===== src/rtl/core_pio_in_gen2_if.sv =====
// Avalon-MM slave bus bundle for core_pio_in_gen2: word address, select,
// active-low write strobe, 32-bit data paths and the interrupt line.
interface core_pio_in_gen2_if;
  logic [2:0]  address;
  logic        chipselect;
  logic        write_n;
  logic [31:0] writedata;
  logic [31:0] readdata;
  logic        irq;

  modport master (
    output address,
    output chipselect,
    output write_n,
    output writedata,
    input  readdata,
    input  irq
  );

  modport slave (
    input  address,
    input  chipselect,
    input  write_n,
    input  writedata,
    output readdata,
    output irq
  );
endinterface


===== src/rtl/core_pio_in_gen2.sv =====
// Parametrised Avalon-MM input PIO: two-flop synchroniser, per-bit edge capture
// (W1C), level/edge irq. Define CORE_PIO_DEBOUNCE_EN to add the tick debouncer.
module core_pio_in_gen2 #(
  parameter int WIDTH    = 10,
  parameter int DB_W     = 16,
  parameter bit IRQ_EDGE = 1'b1
) (
  input  logic              clk,
  input  logic              reset_n,
  input  logic [WIDTH-1:0]  in_port,
  core_pio_in_gen2_if.slave bus
);

  localparam logic [2:0] ADDR_DATA = 3'd0;
  localparam logic [2:0] ADDR_MASK = 3'd2;
  localparam logic [2:0] ADDR_EDGE = 3'd3;
  localparam logic [2:0] ADDR_RISE = 3'd4;
  localparam logic [2:0] ADDR_FALL = 3'd5;
  localparam logic [2:0] ADDR_DBP  = 3'd6;

  logic             wr_s;
  logic [WIDTH-1:0] wdata_s;
  logic             unused_wdata_s;

  logic [WIDTH-1:0] s1_q, s1_d;
  logic [WIDTH-1:0] s2_q, s2_d;
  logic [WIDTH-1:0] data_s;
  logic [WIDTH-1:0] prev_q, prev_d;
  logic [WIDTH-1:0] irq_mask_q, irq_mask_d;
  logic [WIDTH-1:0] edge_capture_q, edge_capture_d;
  logic [WIDTH-1:0] rise_en_q, rise_en_d;
  logic [WIDTH-1:0] fall_en_q, fall_en_d;
  logic [WIDTH-1:0] w1c_s;
  logic [WIDTH-1:0] rise_s, fall_s, edge_s;
  logic [31:0]      readdata_q, readdata_d;
  logic             irq_s;

  assign wr_s           = bus.chipselect && !bus.write_n;
  assign wdata_s        = bus.writedata[WIDTH-1:0];
  assign unused_wdata_s = ^bus.writedata;

`ifdef CORE_PIO_DEBOUNCE_EN
  logic [DB_W-1:0]  db_period_q, db_period_d;
  logic [DB_W-1:0]  presc_q, presc_d;
  logic [WIDTH-1:0] samp_q, samp_d;
  logic [WIDTH-1:0] data_q, data_d;
  logic [WIDTH-1:0] agree_s;
  logic             tick_s;

  // Prescaler and two-sample debounce: data only moves when consecutive ticks agree
  always_comb begin
    tick_s      = (presc_q == {DB_W{1'b0}});
    agree_s     = ~(s2_q ^ samp_q);
    db_period_d = db_period_q;
    if (wr_s && (bus.address == ADDR_DBP)) begin
      db_period_d = bus.writedata[DB_W-1:0];
      presc_d     = bus.writedata[DB_W-1:0];
    end else if (tick_s) begin
      presc_d = db_period_q;
    end else begin
      presc_d = presc_q - DB_W'(1);
    end
    if (tick_s) begin
      data_d = (samp_q & agree_s) | (data_q & ~agree_s);
      samp_d = s2_q;
    end else begin
      data_d = data_q;
      samp_d = samp_q;
    end
  end

  // Debouncer state
  always_ff @(posedge clk) begin
    if (!reset_n) begin
      db_period_q <= {DB_W{1'b0}};
      presc_q     <= {DB_W{1'b0}};
      samp_q      <= {WIDTH{1'b0}};
      data_q      <= {WIDTH{1'b0}};
    end else begin
      db_period_q <= db_period_d;
      presc_q     <= presc_d;
      samp_q      <= samp_d;
      data_q      <= data_d;
    end
  end

  assign data_s = data_q;
`else
  assign data_s = s2_q;
`endif

  // Register-write decode; a W1C pulse only exists on the cycle of the write
  always_comb begin
    irq_mask_d = irq_mask_q;
    rise_en_d  = rise_en_q;
    fall_en_d  = fall_en_q;
    w1c_s      = {WIDTH{1'b0}};
    if (wr_s) begin
      case (bus.address)
        ADDR_MASK: irq_mask_d = wdata_s;
        ADDR_EDGE: w1c_s      = wdata_s;
        ADDR_RISE: rise_en_d  = wdata_s;
        ADDR_FALL: fall_en_d  = wdata_s;
        default:   w1c_s      = {WIDTH{1'b0}};
      endcase
    end else begin
      w1c_s = {WIDTH{1'b0}};
    end
  end

  // Synchroniser, edge detect and capture; a fresh edge beats a same-cycle W1C
  always_comb begin
    s1_d           = in_port;
    s2_d           = s1_q;
    prev_d         = data_s;
    rise_s         = data_s & ~prev_q & rise_en_q;
    fall_s         = ~data_s & prev_q & fall_en_q;
    edge_s         = rise_s | fall_s;
    edge_capture_d = edge_s | (edge_capture_q & ~w1c_s);
  end

  // Read mux, zero-extended and registered every cycle
  always_comb begin
    readdata_d = 32'd0;
    case (bus.address)
      ADDR_DATA: readdata_d[WIDTH-1:0] = data_s;
      ADDR_MASK: readdata_d[WIDTH-1:0] = irq_mask_q;
      ADDR_EDGE: readdata_d[WIDTH-1:0] = edge_capture_q;
      ADDR_RISE: readdata_d[WIDTH-1:0] = rise_en_q;
      ADDR_FALL: readdata_d[WIDTH-1:0] = fall_en_q;
`ifdef CORE_PIO_DEBOUNCE_EN
      ADDR_DBP:  readdata_d[DB_W-1:0]  = db_period_q;
`endif
      default:   readdata_d = 32'd0;
    endcase
  end

  // Interrupt source selected at elaboration: captured edges or live levels
  always_comb begin
    if (IRQ_EDGE) begin
      irq_s = |(edge_capture_q & irq_mask_q);
    end else begin
      irq_s = |(data_s & irq_mask_q);
    end
  end

  // Core register bank
  always_ff @(posedge clk) begin
    if (!reset_n) begin
      s1_q           <= {WIDTH{1'b0}};
      s2_q           <= {WIDTH{1'b0}};
      prev_q         <= {WIDTH{1'b0}};
      irq_mask_q     <= {WIDTH{1'b0}};
      edge_capture_q <= {WIDTH{1'b0}};
      rise_en_q      <= {WIDTH{1'b0}};
      fall_en_q      <= {WIDTH{1'b0}};
      readdata_q     <= 32'd0;
    end else begin
      s1_q           <= s1_d;
      s2_q           <= s2_d;
      prev_q         <= prev_d;
      irq_mask_q     <= irq_mask_d;
      edge_capture_q <= edge_capture_d;
      rise_en_q      <= rise_en_d;
      fall_en_q      <= fall_en_d;
      readdata_q     <= readdata_d;
    end
  end

  assign bus.readdata = readdata_q;
  assign bus.irq      = irq_s;

endmodule


===== src/flat_wrapper.sv =====
// flat-port wrapper written by rule: the top's interface ports become plain ports
module core_pio_in_gen2_flat 
#(
  parameter int WIDTH    = 10,
  parameter int DB_W     = 16,
  parameter bit IRQ_EDGE = 1'b1
)
  (clk, reset_n, in_port, bus_address, bus_chipselect, bus_write_n, bus_writedata, bus_readdata, bus_irq);
  core_pio_in_gen2_if bus_i ();
  input  logic clk;
  input  logic reset_n;
  input  logic [WIDTH-1:0] in_port;
  input wire logic [$bits(bus_i.address)-1:0] bus_address;
  input wire logic [$bits(bus_i.chipselect)-1:0] bus_chipselect;
  input wire logic [$bits(bus_i.write_n)-1:0] bus_write_n;
  input wire logic [$bits(bus_i.writedata)-1:0] bus_writedata;
  output wire logic [$bits(bus_i.readdata)-1:0] bus_readdata;
  output wire logic [$bits(bus_i.irq)-1:0] bus_irq;
  assign bus_i.address = bus_address;
  assign bus_i.chipselect = bus_chipselect;
  assign bus_i.write_n = bus_write_n;
  assign bus_i.writedata = bus_writedata;
  assign bus_readdata = bus_i.readdata;
  assign bus_irq = bus_i.irq;
  core_pio_in_gen2 #(.WIDTH(WIDTH), .DB_W(DB_W), .IRQ_EDGE(IRQ_EDGE)) u_core (.clk(clk), .reset_n(reset_n), .in_port(in_port), .bus(bus_i));
endmodule

===== config.mk =====
export PLATFORM = sky130hd
export DESIGN_NAME = core_pio_in_gen2_flat
export DESIGN_NICKNAME = d
export VERILOG_FILES = /design/src/rtl/core_pio_in_gen2_if.sv /design/src/rtl/core_pio_in_gen2.sv /design/src/flat_wrapper.sv
export SDC_FILE = /design/constraint.sdc
export NUM_CORES = 1
export LEC_CHECK = 0
export ABC_AREA = 1
export BUFFER_PORTS_ARGS = -buffer_cell sky130_fd_sc_hd__buf_2
export CAP_MARGIN = 20
export CORE_ASPECT_RATIO = 1.2
export CORE_MARGIN = 2
export CORE_UTILIZATION = 53
export CTS_CLUSTER_SIZE = 12
export DETAILED_ROUTE_END_ITERATION = 16
export HOLD_SLACK_MARGIN = 0.15
export PLACE_DENSITY = 0.79
export SLEW_MARGIN = 40
export SYNTH_ARGS = -nofsm -noshare
export SYNTH_HDL_FRONTEND = slang
export SYNTH_SLANG_ARGS = --single-unit

===== constraint.sdc =====
create_clock -name clk -period 1.2 [get_ports clk]
set_clock_uncertainty 0.2 [all_clocks]
set_input_delay 0.06 -clock clk [delete_from_list [all_inputs] [get_ports clk]]
set_output_delay 0.06 -clock clk [all_outputs]
set_load 0.02 [all_outputs]

# Yosys cells after proc, flatten, opt, wreduce, memory -nomap -nowiden
# Index checks and enable logic that the tools add are counted.
totals:
  mem_bits_ro: 0
  inputBits: 49
  ram_bits: 0
  memories: 0
  latchBits: 0
  regBits: 102
  output_inout_bits: 33
op_classes:
  addsub: 0
  n_bitwise: 11
  order_cmp: 0
  n_reduce_logical: 7
  div: 0
  muxes: 3
  multipliers: 0
  eq_ne: 4
  shifts: 0
ops:
  columns: ["operator", "count"]
  rows:
  - ["$and 10x10->10", 6]
  - ["$pmux 10 s5", 1]
  - ["$not 10->10", 3]
  - ["$mux 10", 2]
  - ["$or 10x10->10", 2]
  - ["$reduce_or 10->1", 1]
  - ["$eq 3x2->1 const B", 2]
  - ["$eq 3x3->1 const B", 2]
  - ["$reduce_and 2->1", 3]
  - ["$logic_not 3->1", 1]
  - ["$logic_and 1x1->1", 1]
  - ["$logic_not 1->1", 1]

# Logic depth before layout (Yosys ltp)
# Gate-level depths: netlist of the first run.
depth:
  ltp_word: 6
  mapped_depth: 7
  depth_no_buf: 7

# Least setup slack after synthesis of the first run
# Ideal clock, no wire load.
synth_path:
  path_kind: "input-to-reg"
  startpoint: "input bus_address[1]"
  endpoint: "register u_core.irq_mask_q[0]"
  n_path_buf: 2
  arrival_time_ns: 0.746
  cell_stages: 7
  setup_slack_ns: 0.141
  cell_sequence: "buf_6 > nand2_2 > nor2_4 > nand2_2 > buf_6 > o21ai_1 > nor2_1"
synth_via:
  elab_chain_cells: 2
synth_rtl:
  columns: ["item", "line_no", "text"]
  rows:
  - ["start, declared", "flat_wrapper.sv:13", "input wire logic [$bits(bus_i.address)-1:0] bus_address;"]
  - ["$eq 3x2->1", "core_pio_in_gen2.sv:99", "case (bus.address)"]
  - ["$reduce_and 2->1 (no line)", null, null]
  - ["end signal, assigned", "core_pio_in_gen2.sv:153", "irq_mask_q <= {WIDTH{1'b0}};"]
  - ["end signal, assigned", "core_pio_in_gen2.sv:162", "irq_mask_q <= irq_mask_d;"]
  - ["end, declared", "core_pio_in_gen2.sv:29", "logic [WIDTH-1:0] irq_mask_q, irq_mask_d;"]
# No other way between the ends.
# A chain may end at the register's enable or synchronous reset.

# Worst setup path after layout of the first run
layout_path:
  startpoint: "register u_core.edge_capture_q[3]"
  endpoint: "output bus_irq"
layout_via:
  elab_chain_cells: 2
layout_rtl:
  columns: ["item", "line_no", "text"]
  rows:
  - ["start, declared", "core_pio_in_gen2.sv:30", "logic [WIDTH-1:0] edge_capture_q, edge_capture_d;"]
  - ["start signal, assigned", "core_pio_in_gen2.sv:154", "edge_capture_q <= {WIDTH{1'b0}};"]
  - ["start signal, assigned", "core_pio_in_gen2.sv:163", "edge_capture_q <= edge_capture_d;"]
  - ["$and 10x10->10", "core_pio_in_gen2.sv:141", "irq_s = |(edge_capture_q & irq_mask_q);"]
  - ["$reduce_or 10->1", "core_pio_in_gen2.sv:141", null]
  - ["end, declared", "flat_wrapper.sv:18", "output wire logic [$bits(bus_i.irq)-1:0] bus_irq;"]
# No other way between the ends.

==> metrics, run 1 <==
Routed Antenna Nets=0; max incr delay on CP=0.34 ns; Avg Cell Area, Syn=a little over 7 sq um; area of the multi-input gates=roughly 1500 sq um; total of max-cap violations=0; final core utilization=66.76%; Yosys cell types=22; startpoint types=flip-flop; routed vias/inst=5.075; drt total wl=8232 um; die boundary height=between 90 and 100 um; core area=6366 sq um; Initial DRT Pass Iterations=7; worst path bufs/invs=1; Hold Crit Class=in2reg; critical path class=reg2out; DIE AREA=around 7200 sq um; vias in the first global route=3012; failing checks=negative setup slack; Final min period=1.522 ns; fin. max-slew vios=0; routed len/inst=12.84 um; first-pass GRT wire length=between 10000 and 15000 um; H-tree levels=3; Mapped Cells=about 480; antenna violations before repair=0; Seq/Total Area, Yosys=46.36%; I/O pin total=slightly above 80; Leakage=2.042 nW; Critical-path top delay cell=dfxtp_2; hold-critical path depth=6; share of the clock period used by the worst path=126.8%; Area after DPL=about 3700 sq um; Fin Setup TNS=-0.3220 ns; peak supply drop=about 700 uV; setup violators final=1; commonest non-fill, non-tap cells in the layout=108 x nor2_1, 79 x nand2_1, 73 x dfxtp_1; Sequential Area=1610 sq um; CP top delay family=simple AND/OR/NAND/NOR gates; synthesized area=3455 sq um; largest net degree at the start of global routing=36; Clk pin slew, worst setup/hold paths=roughly 0.080 ns; routability cong.=between 0.8 and 0.9; CP required=0.94 ns; Clk Latency, worst-skew pair=between 0.3 and 0.4 ns; Crit Path Max Fanout=3; final instance area=4250 sq um; final worst setup slack=-0.3220 ns; Remaining DRCs=0; detailed placement HPWL=around 5500 um; grt ovf=0; CTS Root Cell=clkbuf_8; Power per Cell Area=1250 nW/um^2; CTS tree=built; Worst Reg-to-Reg Cells=5; FF+latch count, synth=80; Yosys Warn Count=0; row cnt=32; outcome=complete, but fails checks; Setup crit end kind=output port; Post-CTS Hold Buffers=23; width of the die=a little under 80 um; Max Fclk=0.6570 GHz; # clock sinks=80; Final Hold Vio Count=0; Nets=601; share of layout cells above drive strength 1=19.42%; IO Port Bufs=37; total power=5.315 mW; Vias=between 3000 and 4000; unrepaired setup endpoints after global routing=yes; fillers=between 500 and 600; Inserted Clock Buffers=9; starting density of the core=54.26%; area delta synth->final=23.04%; Worst EP arrival=1.26 ns; Ant. Diodes=0; worst-path cell chain=nand2_1 > nand4_1 > nor2_1 > nand3_1 > buf_6; initial detailed-routing violation count=280; gr usage total=around 24%; CTS max path bufs=2; most common cell after layout, fill and taps aside=nor2_1; Stages on worst setup path=5
-- worst register-to-register path: stages, from the launching register on --
cell and delay [ns]:
dfxtp_2 0.32, buf_4 0.13, nand4_1 0.09, nand3_1 0.12
nor2_1 0.14, nor2_1 0.06
-- synthesized netlist by cell type --
cell type	n	share of area, %
o21ai_0	9	1.3
nand4_1	22	4.0
buf_2	4	0.58
nand2_2	2	0.36
buf_4	26	5.7
dfxtp_1	80	46
buf_6	5	1.6
inv_1	36	3.9
nand3_2	2	0.58
nand3_4	1	0.51
nor2_1	108	12
nand3_1	32	4.6
nand2_1	81	8.8
inv_2	4	0.43
inv_4	1	0.18
nor2_2	3	0.54
conb_1	1	0.11
nor2_4	1	0.33
a21oi_1	13	1.9
buf_12	1	0.58
o21ai_1	34	4.9
clkbuf_1	9	0.98
-- cells by family after synthesis --
family / share of synthesized area [%]
simple gates: 31.47
buf+inv: 13.94
flops: 46.36
compound gates: 8.113
other cells: 0.1086
-- sequential cells by signal (all words and copies together) (netlist names) --
name,cells
u_core.data_s,10
u_core.fall_en_q,10
u_core.irq_mask_q,10
u_core.bus.readdata,10
u_core.rise_en_q,10
u_core.prev_q,10
u_core.s1_q,10
u_core.edge_capture_q,10
-- metal layers --
metal	vias to the layer above	global-route usage, %	routed length [um]
li1	1617	-	-
met1	1469	30.59	3469
met2	143	39.37	4002
met3	24	5.848	548
met4	0	11.76	211
met5	-	0	0
-- where the power goes --
group | internal [mW] | total [mW] | switching, mW
Combinational | 0.205 | 0.532 | 0.327
Clock | 1.11 | 2.02 | 0.905
Sequential | 2.72 | 2.76 | 0.0420
Total | 4.04 | 5.32 | 1.27
-- through the flow --
| step | worst slack, ns | cells | hold slack (ns) |
|---|---|---|---|
| 2_1_floorplan | 0.1411 | 496 | -0.04237 |
| 3_3_place_gp | -0.1195 | 601 | 0.03996 |
| 3_5_place_dp | -0.1611 | 601 | 0.04464 |
| 4_1_cts | -0.3274 | 639 | 0.01323 |
| 5_1_grt | -0.3969 | 641 | 0.06136 |
| 6_report | -0.3220 | 641 | 0.02796 |
-- path summary, 6_finish.rpt --
check,start,end,slack [ns]
setup / recovery,u_core.edge_capture_q[3]$_SDFF_PN0_,bus_irq,-0.32
hold / removal,bus_write_n,u_core.fall_en_q[9]$_SDFFE_PN0P_,0.03
setup reg to reg,u_core.edge_capture_q[2]$_SDFF_PN0_,u_core.bus.readdata[2]$_SDFF_PN0_,0.05
hold reg to reg,u_core.s1_q[4]$_SDFF_PN0_,u_core.data_s[4]$_SDFF_PN0_,0.22
-- cell type report --
class	instances	area share, %
clock buffer	12	3.886
multi-input combinational	330	34.50
timing repair buffer	90	16.43
tap	85	2.502
sequential	80	37.89
inverter	41	3.856
clock inverter	3	0.9420
-- timing repair --
item	4_1_cts	5_1_grt
setup buffers	0	4
pin swaps	0	1
resized for setup	0	18
endpoints found under the setup margin	1	17
endpoints found under the hold margin	80	21
Power figures use the tool's default switching activity.
==> inputs of run 2 (changes only) <==
--- a/config.mk
+++ b/config.mk
@@ -5,16 +5,16 @@
 export SDC_FILE = /design/constraint.sdc
 export NUM_CORES = 1
 export LEC_CHECK = 0
-export ABC_AREA = 1
+export ABC_AREA = 0
 export BUFFER_PORTS_ARGS = -buffer_cell sky130_fd_sc_hd__buf_2
 export CAP_MARGIN = 20
 export CORE_ASPECT_RATIO = 1.2
 export CORE_MARGIN = 2
-export CORE_UTILIZATION = 53
+export CORE_UTILIZATION = 54
 export CTS_CLUSTER_SIZE = 12
 export DETAILED_ROUTE_END_ITERATION = 16
 export HOLD_SLACK_MARGIN = 0.15
-export PLACE_DENSITY = 0.79
+export PLACE_DENSITY = 0.8
 export SLEW_MARGIN = 40
 export SYNTH_ARGS = -nofsm -noshare
 export SYNTH_HDL_FRONTEND = slang
==> run 2 against run 1 <==
- the run still ends with negative setup slack left
- cell area up 4.1%
- utilization up 1.8 points
- clock-buffer cell count decreased by 3
- maximum frequency shrank 6.8%
- critical path type unchanged
==> metrics, run 2 <==
outcome=complete, but fails checks; failing checks=negative setup slack; Critical-path top delay cell=dfxtp_2; async set or reset register ratio after synthesis=0% (unchanged); Seq/Total Area, Yosys=44.61% (-1.7 points); synthesized area=3590 sq um (+3.9%); Finished Layout Cells=561 (-12%); Sw Share=27.53% (+3.6 points); Leakage=1.632 nW (-20%); sequential power share=53.2% (+1.2 points); row cnt=32 (unchanged); CP required=0.94 ns (about the same); area delta synth->final=23.21%; FF+latch count, synth=80 (unchanged); Setup crit start=u_core.edge_capture_q[6]$_SDFF_PN0_; initial detailed-routing violation count=522 (+86%); drt total wl=8947 um (+8.7%); Initial DRT Pass Iterations=5 (-2); Max Fclk=0.6126 GHz (-6.8%); Worst EP arrival=1.37 ns (+0.11 ns); # placed instances=515 (-14%); Final min period=1.632 ns (+0.1104 ns); met1 wire length=3802 um (+9.6%); routability cong.=0.9034 (+1.3%); final core utilization=68.61% (+1.8 points); synth cell count leaders=80 x dfxtp_1, 40 x o21ai_0, 39 x nand3b_1; total of max-cap violations=0 (unchanged); startpoint types=flip-flop; Avg Cell Area, Syn=9.088 sq um (+25%); peak supply drop=756.1 uV (+8.2%); width of the die=78.43 um (+0.94%); area leader, netlist=dfxtp_1; critical path class=reg2out; Inserted Clock Buffers=9 (unchanged); Power per Cell Area=1165 nW/um^2 (-6.9%); share of the synthesized area in the top cell type=44.61% (-1.7 points); Clk pin slew, worst setup/hold paths=0.09 ns (about the same); antenna violations before repair=0 (unchanged); detailed placement HPWL=5739 um (+4.8%); Clk Latency, worst-skew pair=0.35 ns (about the same); core area=6446 sq um (+1.3%); Power Internal=3.733 mW (-7.6%); worst-path cell chain=a22o_1 > a221oi_2 > nand4_1 > buf_4; Vias=3240 (-0.40%); share of the clock period used by the worst path=136.0% (+9.2 points); routed vias/inst=5.775 (+14%); Nets=520 (-13%); met3 WL=699 um (+28%); switching power=1.419 mW (+11%); final worst setup slack=-0.4324 ns (-0.1104 ns); routed len/inst=15.95 um (+24%); most frequent cell after synthesis=dfxtp_1; unrepaired setup endpoints after global routing=yes; WL met2=4174 um (+4.3%); Remaining DRCs=0 (unchanged); die boundary height=93.32 um (+0.95%); vias in the first global route=3063 (+1.7%); Primary FF master, synth=dfxtp_1; EDFF count, synth=0 (unchanged); Hold Crit Class=in2reg; Mapped Cells=395 (-17%); setup violators final=79 (+78); Ant. Diodes=0 (unchanged); I/O pin total=82 (unchanged); IO Port Bufs=37 (unchanged); CTS tree=built; first-pass GRT wire length=14620 um (+5.6%); # clock sinks=80 (unchanged); Yosys Warn Count=0 (unchanged); Yosys cell types=36 (+64%); most common cell after layout, fill and taps aside=dfxtp_1; max incr delay on CP=0.32 ns (-0.02 ns); H-tree levels=3 (unchanged); uppermost layer routed=met4; Final Hold Vio Count=0 (unchanged); worst hold path startpoint=bus_address[0]; Setup crit end kind=output port; CTS max path bufs=2 (unchanged); Routed Antenna Nets=0 (unchanged); share of layout cells above drive strength 1=21.22% (+1.8 points); commonest non-fill, non-tap cells in the layout=73 x dfxtp_1, 39 x nand3b_1, 39 x o21ai_0; synth top area cells=dfxtp_1 45%, nand3b_1 8.2%, buf_4 5.9%; clock power share=36.1% (-1.9 points); CTS Root Cell=clkbuf_8; gr usage total=25.60% (+1.2 points); largest net degree at the start of global routing=39 (+8.3%); DIE AREA=7319 sq um (+1.9%); FF-to-FF Start=u_core.irq_mask_q[2]$_SDFFE_PN0P_; Crit Path Max Fanout=2 (-1); Fin Hold WS=0.07736 ns (+0.04939 ns); combinational share of power=10.7% (+0.7 points); starting density of the core=55.69% (+1.4 points); fin. max-slew vios=0 (unchanged); total power=5.152 mW (-3.1%); grt ovf=0 (unchanged)
[run 2: layer usage]
layer | global-route usage [%] | vias up
met5 | 0 | -
met4 | 14.47 | 0
met3 | 3.861 | 34
met2 | 40.09 | 175
met1 | 33.78 | 1520
li1 | - | 1511
[run 2: what timing repair did]
item,4_1_cts,5_1_grt
hold endpoints to repair,80,80
hold buffers,27,6
pin swaps,1,4
gates resized for setup,4,10
endpoints found under the setup margin,3,80
setup buffers,1,0
[run 2: cell families after synthesis]
kind of cell	after synthesis	synth area share, %
AO/OA/AOI/OAI	124	22.97
AND/OR/NAND/NOR	123	21.72
flip-flops	80	44.61
buffers and inverters	65	10.00
multiplexers	2	0.5925
other	1	0.1045
[run 2: path summary, 6_finish.rpt]
kind	endpoint	slack [ns]	cells after the start
worst max-delay path	bus_irq	-0.43	4
worst max register to register	u_core.bus.readdata[2]$_SDFF_PN0_	0.04	3
worst min register to register	u_core.data_s[0]$_SDFF_PN0_	0.24	1
worst min-delay path	u_core.rise_en_q[9]$_SDFFE_PN0P_	0.08	5
[run 2: area by class of cell]
cell class                 count  area (sq um)
clock buffer                   9         123.9
clock inverter                 7         62.56
fill                         487          2023
inverter                      10         37.54
multi-input combinational    271          1723
sequential                    80          1613
tap                           85         106.4
timing repair buffer          99         757.0
[run 2: critical path, delay by kind of cell, from the launching register on]
kind,cells,cell delay (ns)
buffers and inverters,1,0.18
AO/OA/AOI/OAI,2,0.41
flip-flops,1,0.32
AND/OR/NAND/NOR,1,0.12
[run 2: metrics by stage]
stage	setup WS [ns]	instance area, sq um	setup TNS, ns
after floorplan	0.01425	3675	0
after global placement	-0.1316	3910	-2.462
after detailed placement	-0.1428	3910	-3.609
after CTS	-0.4596	4380	-3.057
after global routing	-0.4974	4423	-15.84
final	-0.4324	4423	-8.929
[run 2: power by group through the flow]
stage	clock [mW]	sequential [mW]	combinational (mW)
after floorplan	0	2.80	0.341
after global placement	0	2.80	0.451
after detailed placement	0	2.80	0.460
after CTS	1.90	2.74	0.528
after global routing	2.02	2.75	0.588
final	1.86	2.74	0.552
